$ cat src/rtl/pwm_capture_pkg.sv
// Shared definitions for the PWM input capture peripheral: register map,
// CTRL/STATUS bit positions and the measurement state encoding.
package pwm_capture_pkg;

    localparam logic [1:0] CAP_CTRL   = 2'd0;
    localparam logic [1:0] CAP_STATUS = 2'd1;
    localparam logic [1:0] CAP_PERIOD = 2'd2;
    localparam logic [1:0] CAP_HIGH   = 2'd3;

    localparam int CTRL_EN      = 0;
    localparam int CTRL_IE      = 1;
    localparam int CTRL_INV     = 2;
    localparam int CTRL_ONESHOT = 3;

    localparam int STAT_VALID  = 0;
    localparam int STAT_OVF    = 1;
    localparam int STAT_MISSED = 2;
    localparam int STAT_LEVEL  = 3;

    typedef enum logic [1:0] {
        IDLE = 2'd0,
        ARM  = 2'd1,
        HIGH = 2'd2,
        LOW  = 2'd3
    } cap_state_t;

endpackage

$ cat src/rtl/pwm_in_sync.sv
// Input conditioning for the capture block: 2-FF synchronizer, optional
// inversion and registered single-cycle rise/fall strobes.
module pwm_in_sync (
    input  logic clk,
    input  logic rst,
    input  logic i_pwm,
    input  logic i_inv,
    output logic o_level,
    output logic o_rise,
    output logic o_fall
);

    logic r_sync1;
    logic r_sync2;
    logic r_dly;
    logic r_rise;
    logic r_fall;
    logic w_level;

    assign w_level = r_sync2 ^ i_inv;

    // Strobes are registered so an edge on the pin reaches the FSM exactly
    // three clocks later, one clock after LEVEL has already changed.
    always_ff @(posedge clk or posedge rst) begin
        if (rst) begin
            r_sync1 <= 1'b0;
            r_sync2 <= 1'b0;
            r_dly   <= 1'b0;
            r_rise  <= 1'b0;
            r_fall  <= 1'b0;
        end else begin
            r_sync1 <= i_pwm;
            r_sync2 <= r_sync1;
            r_dly   <= w_level;
            r_rise  <= w_level & ~r_dly;
            r_fall  <= ~w_level & r_dly;
        end
    end

    assign o_level = w_level;
    assign o_rise  = r_rise;
    assign o_fall  = r_fall;

endmodule

$ cat src/rtl/pwm_capture.sv
// PWM input capture: measures period and high time of pwm_i in clk cycles
// and presents them on the TinyQV peripheral register bus.
module pwm_capture
    import pwm_capture_pkg::*;
#(
    parameter int CW = 16
) (
    input  logic          clk,
    input  logic          rst,
    input  logic          pwm_i,
    input  logic [5:0]    address,
    input  logic [31:0]   data_in,
    input  logic [1:0]    data_write_n,
    input  logic [1:0]    data_read_n,
    output logic [31:0]   data_out,
    output logic          data_ready,
    output logic          user_interrupt,
    output logic [1:0]    o_dbg_state,
    output logic [CW-1:0] o_dbg_cnt
);

    // Bus handshake: a transfer is requested whenever the corresponding _n
    // pair is not 2'b11; reads complete combinationally in the same cycle
    // (data_ready mirrors the read request) and writes land on the next edge.

    cap_state_t    r_state;
    cap_state_t    w_state_nx;
    logic [CW-1:0] r_cnt;
    logic [CW-1:0] r_high_pend;
    logic [CW-1:0] r_period;
    logic [CW-1:0] r_high;
    logic [3:0]    r_ctrl;
    logic [2:0]    r_status;

    logic          w_level;
    logic          w_rise;
    logic          w_fall;
    logic          w_wr;
    logic          w_rd;
    logic          w_wr_ctrl;
    logic          w_wr_status;
    logic [2:0]    w_w1c;
    logic [CW-1:0] w_cnt_plus1;
    logic          w_cnt_max;
    logic          w_cnt_clr;
    logic          w_cnt_inc;
    logic          w_pend_ld;
    logic          w_capture;
    logic          w_ovf_set;
    logic [31:0]   w_rdata;
    logic          w_unused_bits;

    pwm_in_sync u_sync (
        .clk     (clk),
        .rst     (rst),
        .i_pwm   (pwm_i),
        .i_inv   (r_ctrl[CTRL_INV]),
        .o_level (w_level),
        .o_rise  (w_rise),
        .o_fall  (w_fall)
    );

    assign w_wr        = (data_write_n != 2'b11);
    assign w_rd        = (data_read_n != 2'b11);
    assign w_wr_ctrl   = w_wr && (address[3:2] == CAP_CTRL);
    assign w_wr_status = w_wr && (address[3:2] == CAP_STATUS);
    assign w_w1c       = w_wr_status ? data_in[2:0] : 3'b000;

    assign w_unused_bits = ^{address[5:4], address[1:0], data_in[31:4]};

    // Captured values count the strobe cycle itself, so a 3-high/5-low
    // waveform reads back as HIGH=3, PERIOD=8.
    assign w_cnt_plus1 = r_cnt + {{(CW-1){1'b0}}, 1'b1};
    assign w_cnt_max   = (r_cnt == {CW{1'b1}});

    always_ff @(posedge clk or posedge rst) begin
        if (rst) begin
            r_state <= IDLE;
        end else begin
            r_state <= w_state_nx;
        end
    end

    always_comb begin
        w_state_nx = r_state;
        w_cnt_clr  = 1'b0;
        w_cnt_inc  = 1'b0;
        w_pend_ld  = 1'b0;
        w_capture  = 1'b0;
        w_ovf_set  = 1'b0;
        case (r_state)
            IDLE: begin
                w_cnt_clr = 1'b1;
                if (r_ctrl[CTRL_EN]) begin
                    w_state_nx = ARM;
                end
            end
            ARM: begin
                w_cnt_clr = 1'b1;
                if (!r_ctrl[CTRL_EN]) begin
                    w_state_nx = IDLE;
                end else if (w_rise) begin
                    w_state_nx = HIGH;
                end
            end
            HIGH: begin
                if (!r_ctrl[CTRL_EN]) begin
                    w_cnt_clr  = 1'b1;
                    w_state_nx = IDLE;
                end else if (w_cnt_max) begin
                    // Counter holds at all-ones; ARM clears it afterwards.
                    w_ovf_set  = 1'b1;
                    w_state_nx = ARM;
                end else begin
                    w_cnt_inc = 1'b1;
                    if (w_fall) begin
                        w_pend_ld  = 1'b1;
                        w_state_nx = LOW;
                    end
                end
            end
            LOW: begin
                if (!r_ctrl[CTRL_EN]) begin
                    w_cnt_clr  = 1'b1;
                    w_state_nx = IDLE;
                end else if (w_cnt_max) begin
                    w_ovf_set  = 1'b1;
                    w_state_nx = ARM;
                end else if (w_rise) begin
                    w_capture  = 1'b1;
                    w_cnt_clr  = 1'b1;
                    w_state_nx = HIGH;
                end else begin
                    w_cnt_inc = 1'b1;
                end
            end
            default: begin
                w_cnt_clr  = 1'b1;
                w_state_nx = IDLE;
            end
        endcase
    end

    always_ff @(posedge clk or posedge rst) begin
        if (rst) begin
            r_cnt       <= '0;
            r_high_pend <= '0;
            r_period    <= '0;
            r_high      <= '0;
        end else begin
            if (w_cnt_clr) begin
                r_cnt <= '0;
            end else if (w_cnt_inc) begin
                r_cnt <= w_cnt_plus1;
            end
            if (w_pend_ld) begin
                r_high_pend <= w_cnt_plus1;
            end
            if (w_capture) begin
                r_period <= w_cnt_plus1;
                r_high   <= r_high_pend;
            end
        end
    end

    // A software CTRL write takes priority over the one-shot auto-disable.
    always_ff @(posedge clk or posedge rst) begin
        if (rst) begin
            r_ctrl <= 4'b0000;
        end else if (w_wr_ctrl) begin
            r_ctrl <= data_in[3:0];
        end else if (w_capture && r_ctrl[CTRL_ONESHOT]) begin
            r_ctrl[CTRL_EN] <= 1'b0;
        end
    end

    // Hardware sets override a write-1-to-clear in the same cycle.
    always_ff @(posedge clk or posedge rst) begin
        if (rst) begin
            r_status <= 3'b000;
        end else begin
            r_status[STAT_VALID]  <= (r_status[STAT_VALID] & ~w_w1c[STAT_VALID]) | w_capture;
            r_status[STAT_OVF]    <= (r_status[STAT_OVF] & ~w_w1c[STAT_OVF]) | w_ovf_set;
            r_status[STAT_MISSED] <= (r_status[STAT_MISSED] & ~w_w1c[STAT_MISSED])
                                     | (w_capture & r_status[STAT_VALID]);
        end
    end

    always_comb begin
        w_rdata = 32'h0;
        if (w_rd) begin
            case (address[3:2])
                CAP_CTRL:   w_rdata[3:0]    = r_ctrl;
                CAP_STATUS: w_rdata[3:0]    = {w_level, r_status};
                CAP_PERIOD: w_rdata[CW-1:0] = r_period;
                default:    w_rdata[CW-1:0] = r_high;
            endcase
        end
    end

    assign data_out       = w_rdata;
    assign data_ready     = w_rd;
    assign user_interrupt = r_ctrl[CTRL_IE] & (r_status[STAT_VALID] | r_status[STAT_OVF]);
    assign o_dbg_state    = r_state;
    assign o_dbg_cnt      = r_cnt;

endmodule
$ cat config.mk
export PLATFORM = sky130hd
export DESIGN_NAME = pwm_capture
export DESIGN_NICKNAME = d
export VERILOG_FILES = /design/src/rtl/pwm_capture_pkg.sv /design/src/rtl/pwm_in_sync.sv /design/src/rtl/pwm_capture.sv
export SDC_FILE = /design/constraint.sdc
export NUM_CORES = 1
export LEC_CHECK = 0
export BUFFER_PORTS_ARGS = -buffer_cell sky130_fd_sc_hd__buf_2
export CAP_MARGIN = 20
export CORE_MARGIN = 3
export CORE_UTILIZATION = 45
export DETAILED_ROUTE_END_ITERATION = 6
export PLACE_DENSITY = 0.76
export SETUP_SLACK_MARGIN = 0.3
export SKIP_CTS_REPAIR_TIMING = 1
export SYNTH_ARGS = -nofsm -noshare
export SYNTH_HDL_FRONTEND = slang
export SYNTH_SLANG_ARGS = --single-unit
$ cat constraint.sdc
create_clock -name clk -period 3.13 [get_ports clk]
set_input_delay 0 -clock clk [delete_from_list [all_inputs] [get_ports clk]]
set_output_delay 0 -clock clk [all_outputs]
set_load 0.1 [all_outputs]
==> results of run 1 <==
## registers in the layout (all words and copies together) (netlist names)
| register | count |
|---|---|
| u_sync.r_dly | 1 |
| o_dbg_state | 2 |
| r_high_pend | 16 |
| r_high | 16 |
| u_sync.o_fall | 1 |
| r_status | 3 |
| r_period | 16 |
| o_dbg_cnt | 16 |
| u_sync.o_rise | 1 |
| u_sync.r_sync1 | 1 |
| u_sync.r_sync2 | 1 |
| r_ctrl | 4 |
## final cells by class
cell class	count	share of cell area
sequential	78	0.464
multi-input combinational	197	0.372
timing repair buffer	61	0.0840
inverter	13	0.0116
clock inverter	4	0.00595
clock buffer	11	0.0313
tap	102	0.0304
## final timing paths
path	start	endpoint	slack (ns)
max	o_dbg_cnt[0]	r_high_pend[4]	0.68
max in group asynchronous	rst	r_high_pend[13]	2.03
min	data_write_n[1]	r_status[0]	0.07
min in group asynchronous	rst	o_dbg_state[1]	0.33
max reg2reg	o_dbg_cnt[0]	r_high_pend[4]	0.68
min reg2reg	u_sync.r_sync1	u_sync.r_sync2	0.36
## stage by stage
step	total power, mW	hold slack (ns)	util	setup WS (ns)
2_1_floorplan	1.35	0.0314	-	0.310
3_5_place_dp	1.39	0.110	0.508	0.634
6_report	2.01	0.0670	0.536	0.680
5_1_grt	2.10	0.0462	0.536	0.541
3_3_place_gp	1.38	0.109	0.508	0.705
4_1_cts	2.02	-0.268	0.528	0.622
## power by group
group | switching [mW] | internal [mW]
sequential | 0.0317 | 1.04
combinational | 0.234 | 0.0629
clock | 0.356 | 0.281
total | 0.621 | 1.39
## cells by family after synthesis
| family | share of synthesized area |
|---|---|
| XOR/XNOR | 0.0593 |
| multiplexers | 0.214 |
| AND/OR/NAND/NOR | 0.0904 |
| buffers and inverters | 0.0671 |
| AO/OA/AOI/OAI | 0.0366 |
| other | 0.00102 |
| adder cells (fa/ha/maj) | 0.00339 |
| flip-flops | 0.528 |
## cell usage in the layout (no fill, tap or decap)
cell type / Yosys / final
nor3_1: 4 / 4
inv_1: 13 / 12
nor4_4: 1 / 1
a21o_2: 1 / 1
inv_2: 0 / 1
xor2_1: 11 / 11
mux2_2: 47 / 47
a22o_2: 1 / 1
a21oi_1: 3 / 3
clkbuf_8: 1 / 9
clkbuf_1: 4 / 2
nor3_4: 0 / 1
o22ai_1: 1 / 1
nor2_1: 16 / 16
nand2_1: 13 / 13
o21ai_0: 16 / 16
mux4_2: 4 / 4
nand3_1: 8 / 8
o21a_1: 1 / 1
conb_1: 1 / 16
buf_4: 16 / 7
ha_1: 1 / 1
clkinv_2: 0 / 2
nor2b_1: 1 / 1
xnor2_1: 14 / 14
clkinvlp_4: 0 / 2
dlygate4sd3_1: 0 / 6
dfrtp_1: 78 / 78
nor4_1: 4 / 4
or2_2: 2 / 2
nor4b_4: 0 / 1
buf_2: 1 / 48
and2_1: 5 / 5
mux2i_1: 17 / 17
a211oi_1: 1 / 1
nand4_1: 7 / 7
## tightest hold or removal path: stages
cell and delay (ns):
buf_2 0.08, a21oi_1 0.10, nand3_1 0.10, a21o_2 0.11
## routing by layer
metal | vias up | track usage | wire, um
met5 | - | 0 | 0
li1 | 1122 | - | -
met2 | 64 | 0.276 | 3520
met3 | 7 | 0.0488 | 416
met4 | 0 | 0.0596 | 85
met1 | 1220 | 0.218 | 3210
==> out/results.tsv, run 1 <==
metric	value	unit
regArea	1950	um2
netlist_area	3690	um2
status	finished, final reports clean	
insertedDiodeCount	0	
path_class	reg -> reg	
core	7850	um2
min_period	2.45	ns
fin_worst_skew	0.00796	ns
design.die.area	9330	um2
path_cells	ha_1, nand3_1, nor4_4, nor4b_4, buf_4, mux2_2	
syn_inst	301	
yosys.area.top_type_share	0.528	
tightest_slew	0.773	ns
crit_path_end_kind	flip-flop	
synthFlopType	dfrtp_1	
ys_types	34	
synth-edff-count	0	
ir_drop	0.287	mV
crit_family	simple AND/OR/NAND/NOR gates	
nFillCells	691	
synth-seq-cells	78	
pin_count	97	
cts_tree	yes	
rsz0062_at_grt	false	
crit_path_start_kind	flip-flop	
nNetsFinal	406	
multi_input_area	1570	um2
path_max_fanout	9	
reg2regPathDepth	6	
drv_slew	0	
cpPeakStageDelay	0.64	ns
grt_first_pass_wirelength	11.8	mm
hold_viol	0	
die_w	96.6	um
synth_area_leader_cell	dfrtp_1	
die_h	96.6	um
setup_viol	0	
portBuffers	48	
path_buf_inv	1	
synthArstFlopShare	1.00	
synth_area_leaders	dfrtp_1 53%, mux2_2 14%, mux2i_1 4.6%	
drive_above_1_share	0.349	
cts_made_buffers	9	
final_cells	466	
drc_errors	0	
via_per_inst	5.18	
power.leakage	2.11	nW
ant_nets	0	
detail_route.iter0.violations	102	
critPathArrivalTime	2.68	ns
post-synth-top-count-cell	dfrtp_1	
place.gp.congestion	0.797	
initial_utilization	0.471	
detail_route.wirelength	7.22	mm
cts_root_buf	clkbuf_8	
final_area	4200	um2
clockBufferDepth	2	
relSlewSlack	0.484	
wl_per_cell	15.5	um
cts.clk_slew.worst_paths	0.08	ns
whs_path_depth	4	
first_pass_iters	4	
hp-class	in -> reg	
ys_seq_area_frac	0.528	
fin_setup_tns	0	ns
synth_common_cells	78 x dfrtp_1, 47 x mux2_2, 17 x mux2i_1	
fmaxAchievable	408	MHz
cpMaxStageDelayCell	nor4b_4	
yosys_warnings	0	
syn_avg_cell_area	12.3	um2
place_hpwl	5.06	mm
drv_cap	0	
grt_use_total	0.170	
place_area	3990	um2
grt_start_max_net_pins	37	
grt_pass1_vias	2412	
cts_max_level	3	
rows	32	
cellPowerDensity	478	nW/um2
clk_latency	0.35	ns
finalCritPeriodShare	0.783	
dp_cells	445	
cp.depth	6	
via_count	2413	
numClockSinks	78	
area_growth	13.8	%
antenna_found_initial	0	
overflow	0	
cp.required	3.36	ns
(Power assumes the default switching activity.)
==> run 2: changes to the inputs <==
--- a/config.mk
+++ b/config.mk
@@ -10,7 +10,7 @@
 export CORE_MARGIN = 3
 export CORE_UTILIZATION = 45
 export DETAILED_ROUTE_END_ITERATION = 6
-export PLACE_DENSITY = 0.76
+export PLACE_DENSITY = 0.78
 export SETUP_SLACK_MARGIN = 0.3
 export SKIP_CTS_REPAIR_TIMING = 1
 export SYNTH_ARGS = -nofsm -noshare
==> constraint.sdc (replaced) <==
create_clock -name clk -period 2 [get_ports clk]
set_input_delay 0 -clock clk [delete_from_list [all_inputs] [get_ports clk]]
set_output_delay 0 -clock clk [all_outputs]
set_load 0.1 [all_outputs]
==> run 2 against run 1 <==
Compared with the run above:
- first-iteration DRC count increased by 45%
- design area is 13% higher
- utilization is 6.9 points higher
- register-to-register slack got worse by 0.58 ns
- wire length rose by 15%
- critical path type unchanged
- critical endpoint is now r_high_pend[12]
==> out/results.tsv, run 2 (same netlist as run 1, synthesis figures left out) <==
metric	value	unit	change
status	finished, final reports clean		unchanged
crit_path_start_kind	flip-flop		unchanged
wl_per_cell	16.8	um	was 15.5 um
multi_input_area	1730	um2	was 1570 um2
rsz0062_at_grt	true		was false
design.die.area	9330	um2	unchanged
die_w	96.6	um	unchanged
core	7850	um2	unchanged
via_count	2577		was 2413
intPower	2.57	mW	was 1.39 mW
die_h	96.6	um	unchanged
swShare	0.279		was 0.309
ir_drop	0.298	mV	was 0.287 mV
cpPeakStageDelay	0.46	ns	was 0.64 ns
hp-class	in -> reg		unchanged
antenna_found_initial	0		unchanged
insertedDiodeCount	0		unchanged
layout_commonest_cell	dfrtp_1		unchanged
critPathArrivalTime	2.13	ns	was 2.68 ns
comb_power_share	0.146		was 0.148
path_max_fanout	16		was 9
drive_above_1_share	0.504		was 0.349
initial_utilization	0.471		unchanged
cts_root_buf	clkbuf_8		unchanged
first_pass_iters	4		unchanged
relSlewSlack	0.660		was 0.484
place_area	4270	um2	was 3990 um2
drv_slew	0		unchanged
cpMaxStageDelayCell	dfrtp_2		was nor4b_4
cts.clk_slew.worst_paths	0.08	ns	about the same
path_cells	ha_4, nand3_4, nor4_4, buf_4, nor4b_4, buf_12, mux2_2		was ha_1, nand3_1, nor4_4, nor4b_4, buf_4, mux2_2
grt_use_total	0.175		was 0.170
grt_first_pass_wirelength	12.3	mm	was 11.8 mm
numClockSinks	78		unchanged
path_class	reg -> reg		unchanged
drc_errors	0		unchanged
grt_start_max_net_pins	48		was 37
cts_max_level	3		unchanged
final_area	4750	um2	was 4200 um2
fin_worst_skew	0.00592	ns	was 0.00796 ns
grt_pass1_vias	2459		was 2412
cts_made_buffers	9		unchanged
p_total	3.56	mW	was 2.01 mW
layout_common_cells	58 x dfrtp_1, 47 x mux2_2, 45 x buf_2		was 78 x dfrtp_1, 48 x buf_2, 47 x mux2_2
clockBufferDepth	2		unchanged
portBuffers	48		unchanged
detail_route.iter0.violations	148		was 102
hold_viol	0		unchanged
tightest_slew	0.508	ns	was 0.773 ns
min_period	1.90	ns	was 2.45 ns
cellPowerDensity	751	nW/um2	was 478 nW/um2
overflow	0		unchanged
power.leakage	2.30	nW	was 2.11 nW
cts_tree	yes		unchanged
detail_route.wirelength	8.30	mm	was 7.22 mm
crit_path_end_kind	flip-flop		unchanged
setup_viol	0		unchanged
via_per_inst	5.23		was 5.18
ant_nets	0		unchanged
cp.required	2.23	ns	was 3.36 ns
finalCritPeriodShare	0.952		was 0.783
pin_count	97		unchanged
power_frac_clock	0.379		was 0.317
rows	32		unchanged
area_growth	28.5	%	was 13.8%
fmaxAchievable	525	MHz	was 408 MHz
nFillCells	605		was 691
nNetsFinal	432		was 406
drv_cap	0		unchanged
regArea	1980	um2	was 1950 um2
place.gp.congestion	0.851		was 0.797
clk_latency	0.34	ns	was 0.35 ns
power_frac_seq	0.474		was 0.535
p_sw	0.993	mW	was 0.621 mW
place_hpwl	5.49	mm	was 5.06 mm
[run 2: cell count changes in the layout (fill, tap and decap cells not counted), sizes merged]
| cell | change |
|---|---|
| clkinv | -1 |
| buf | +25 |
| clkinvlp | -1 |
| inv | -1 |
| bufinv | +2 |
| clkbuf | +3 |
[run 2: power by group through the flow]
stage | sequential, mW | clock [mW] | combinational [mW]
after floorplan | 1.75 | 0 | 0.375
after global placement | 1.71 | 0 | 0.474
after detailed placement | 1.71 | 0 | 0.484
after CTS | 1.68 | 1.38 | 0.484
after global routing | 1.70 | 1.43 | 0.546
final | 1.69 | 1.35 | 0.522
[run 2: worst max-delay path, delay by kind of cell (launching register included)]
family	cells	cell delay (ns)
fa+ha+maj	1	0.19
buf+inv	2	0.38
flops	1	0.46
mux	1	0.35
simple gates	3	0.42
[run 2: final timing paths]
path | start | end | slack (ns) | depth (start not counted)
worst max-delay path | o_dbg_cnt[1] | r_high_pend[12] | 0.1 | 7
worst min-delay path | data_write_n[1] | r_status[2] | 0.11 | 4
worst max register to register | o_dbg_cnt[1] | r_high_pend[12] | 0.1 | 7
worst min register to register | u_sync.r_sync1 | u_sync.r_sync2 | 0.36 | 0
max in group asynchronous | rst | o_dbg_cnt[3] | 1.31 | 4
min in group asynchronous | rst | r_high_pend[2] | 0.12 | 3
[run 2: stage by stage]
stage	setup TNS (ns)	util	hold WS (ns)	setup slack, ns	instances
global placement	0	0.544	-0.0545	0.158	461
floorplan	-13.52	-	0.0314	-0.264	316
finish	0	0.605	0.114	0.0953	493
detailed placement	0	0.544	-0.0534	0.138	461
CTS	0	0.574	-0.428	0.00721	477
global route	0	0.605	0.125	0.0533	493
[run 2: final cells by class]
type / instances / share of cell area
clock inverter: 3 / 0.0137
inverter: 13 / 0.0111
timing repair buffer: 87 / 0.132
clock buffer: 13 / 0.0356
sequential: 78 / 0.417
multi-input combinational: 197 / 0.364
tap: 102 / 0.0269
[run 2: metal layers]
metal,track usage,wire length [um],vias up
met3,0.0418,490,11
met5,0,0,-
li1,-,-,1175
met1,0.225,3340,1308
met4,0.0526,116,0
met2,0.294,4360,83
==> run 3: changes to the inputs <==
--- a/config.mk
+++ b/config.mk
@@ -7,10 +7,9 @@
 export LEC_CHECK = 0
 export BUFFER_PORTS_ARGS = -buffer_cell sky130_fd_sc_hd__buf_2
 export CAP_MARGIN = 20
-export CORE_MARGIN = 3
-export CORE_UTILIZATION = 45
+export CORE_UTILIZATION = 48
 export DETAILED_ROUTE_END_ITERATION = 6
-export PLACE_DENSITY = 0.78
+export PLACE_DENSITY = 0.83
 export SETUP_SLACK_MARGIN = 0.3
 export SKIP_CTS_REPAIR_TIMING = 1
 export SYNTH_ARGS = -nofsm -noshare
==> run 3 against run 2 <==
Compared with the run above:
- maximum frequency down 2.2%
- largest cell class unchanged
- design area grew 6.5%
- critical path depth is 1 higher
- wire length rose by 12%
- total power shrank 1.8%
- sequential power barely moved
- count of clock-buffer cells in the layout is 1 lower
- register-to-register slack got worse by 0.04 ns
==> out/results.tsv, run 3 (same netlist as run 1, synthesis figures left out) <==
metric	value	unit	change
status	finished, final reports clean		unchanged
reg2regPathDepth	8		was 7
die_w	89.7	um	was 96.6 um
first_pass_iters	5		was 4
fin_worst_skew	0.00584	ns	was 0.00592 ns
cts.clk_slew.worst_paths	0.08	ns	about the same
grt_start_max_net_pins	79		was 48
place_hpwl	5.01	mm	was 5.49 mm
dp_cells	458		was 461
detail_route.wirelength	9.27	mm	was 8.30 mm
clockBufferDepth	2		unchanged
critPathArrivalTime	2.18	ns	was 2.13 ns
p_total	3.50	mW	was 3.56 mW
path_buf_inv	3		was 2
reg2reg_slack	0.05	ns	was 0.1 ns
die_h	89.7	um	was 96.6 um
drive_above_1_share	0.515		was 0.504
r2r_end	r_high[0]		was r_high_pend[12]
antenna_found_initial	0		unchanged
final_cells	503		was 493
crit_path_end_kind	flip-flop		unchanged
fmaxAchievable	513	MHz	was 525 MHz
cts_made_buffers	9		unchanged
cts_max_level	3		unchanged
detail_route.iter0.violations	239		was 148
cts_root_buf	clkbuf_8		unchanged
via_per_inst	5.39		was 5.23
drv_cap	0		unchanged
path_max_fanout	5		was 16
r2r_start	o_dbg_cnt[1]		unchanged
nNetsFinal	445		was 432
design.die.area	8050	um2	was 9330 um2
area_growth	36.9	%	was 28.5%
finalCritPeriodShare	0.974		was 0.952
hp-class	in -> reg		unchanged
path_cells	ha_4, nand3_4, nor4_4, buf_4, nor3_4, buf_6, clkbuf_16, mux2_4		was ha_4, nand3_4, nor4_4, buf_4, nor4b_4, buf_12, mux2_2
initial_utilization	0.504		was 0.471
post-route-util	0.690		was 0.605
cp.required	2.23	ns	about the same
dpl_worst_slack	0.0939	ns	was 0.138 ns
min_to	r_status[0]		was r_status[2]
drv_slew	0		unchanged
min_period	1.95	ns	was 1.90 ns
min_from	data_write_n[1]		unchanged
place.gp.congestion	0.774		was 0.851
crit_family	buffers and inverters		was flip-flops
setup_viol	0		unchanged
layout_common_cells	59 x dfrtp_1, 44 x mux2_4, 44 x buf_2		was 58 x dfrtp_1, 47 x mux2_2, 45 x buf_2
via_count	2709		was 2577
whs_path_depth	4		unchanged
fin_ws	0.0525	ns	was 0.0953 ns
power.leakage	2.41	nW	was 2.30 nW
overflow	0		unchanged
grt_pass1_vias	2525		was 2459
cpPeakStageDelay	0.44	ns	was 0.46 ns
rsz0062_at_grt	true		unchanged
drc_errors	0		unchanged
crit_path_start_kind	flip-flop		unchanged
wl_per_cell	18.4	um	was 16.8 um
layout_commonest_cell	dfrtp_1		unchanged
rows	31		was 32
cellPowerDensity	692	nW/um2	was 751 nW/um2
ant_nets	0		unchanged
ir_drop	0.498	mV	was 0.298 mV
portBuffers	48		unchanged
numClockSinks	78		unchanged
hold_viol	0		unchanged
insertedDiodeCount	0		unchanged
grt_first_pass_wirelength	12.4	mm	was 12.3 mm
cpMaxStageDelayCell	dfrtp_2		unchanged
grt_use_total	0.197		was 0.175
path_class	reg -> reg		unchanged
pin_count	97		unchanged
core	7330	um2	was 7850 um2
cts_tree	yes		unchanged
clk_latency	0.35	ns	was 0.34 ns
==> run 3: cell count changes in the layout (fill, tap and decap cells not counted), sizes merged <==
cell,delta
buf,+12
clkinv,+1
==> run 3: per-layer routing <==
| metal | global-route usage | wire length [um] | vias to the layer above |
|---|---|---|---|
| met4 | 0.0820 | 177 | 0 |
| met3 | 0.0381 | 422 | 16 |
| li1 | - | - | 1201 |
| met2 | 0.308 | 4700 | 95 |
| met1 | 0.271 | 3970 | 1397 |
| met5 | 0 | 0 | - |
==> run 3: metrics by stage <==
stage	cell area [um2]	setup TNS [ns]	hold slack, ns
4_1_cts	4470	-0.0618	-0.252
3_5_place_dp	4250	0	0.115
2_1_floorplan	3880	-13.52	0.0314
5_1_grt	5060	0	0.112
3_3_place_gp	4250	0	0.110
6_report	5060	0	0.0765
==> run 3: power breakdown <==
| group | total (mW) | switching, mW | internal, mW |
|---|---|---|---|
| Clock | 1.29 | 0.560 | 0.734 |
| Sequential | 1.69 | 0.0603 | 1.63 |
| Combinational | 0.512 | 0.390 | 0.122 |
==> run 3: cell type report <==
cell class | count | area (um2)
Clock inverter | 4 | 70.1
Timing Repair Buffer | 100 | 802
Inverter | 13 | 52.6
Fill cell | 479 | 2270
Multi-Input combinational cell | 197 | 1890
Sequential cell | 78 | 1980
Tap cell | 99 | 124
Clock buffer | 12 | 145
==> run 3: worst max path at each step <==
stage          cells past startpoint    startpoint             end
6_report                           8  o_dbg_cnt[1]       r_high[0]
4_1_cts                            5     r_ctrl[2]     data_out[3]
2_1_floorplan                      5  o_dbg_cnt[7]  r_high_pend[1]
3_3_place_gp                       6  o_dbg_cnt[4]    o_dbg_cnt[1]
3_5_place_dp                       7  o_dbg_cnt[1]    o_dbg_cnt[1]
5_1_grt                            8  o_dbg_cnt[1]       r_high[0]
==> run 3: worst reg2reg max path: cells and delay by family, from the launching register on <==
kind / cells / cell delay [ns]
buffers and inverters: 3 / 0.50
multiplexers: 1 / 0.30
AND/OR/NAND/NOR: 3 / 0.42
adder cells (fa/ha/maj): 1 / 0.18
flip-flops: 1 / 0.44
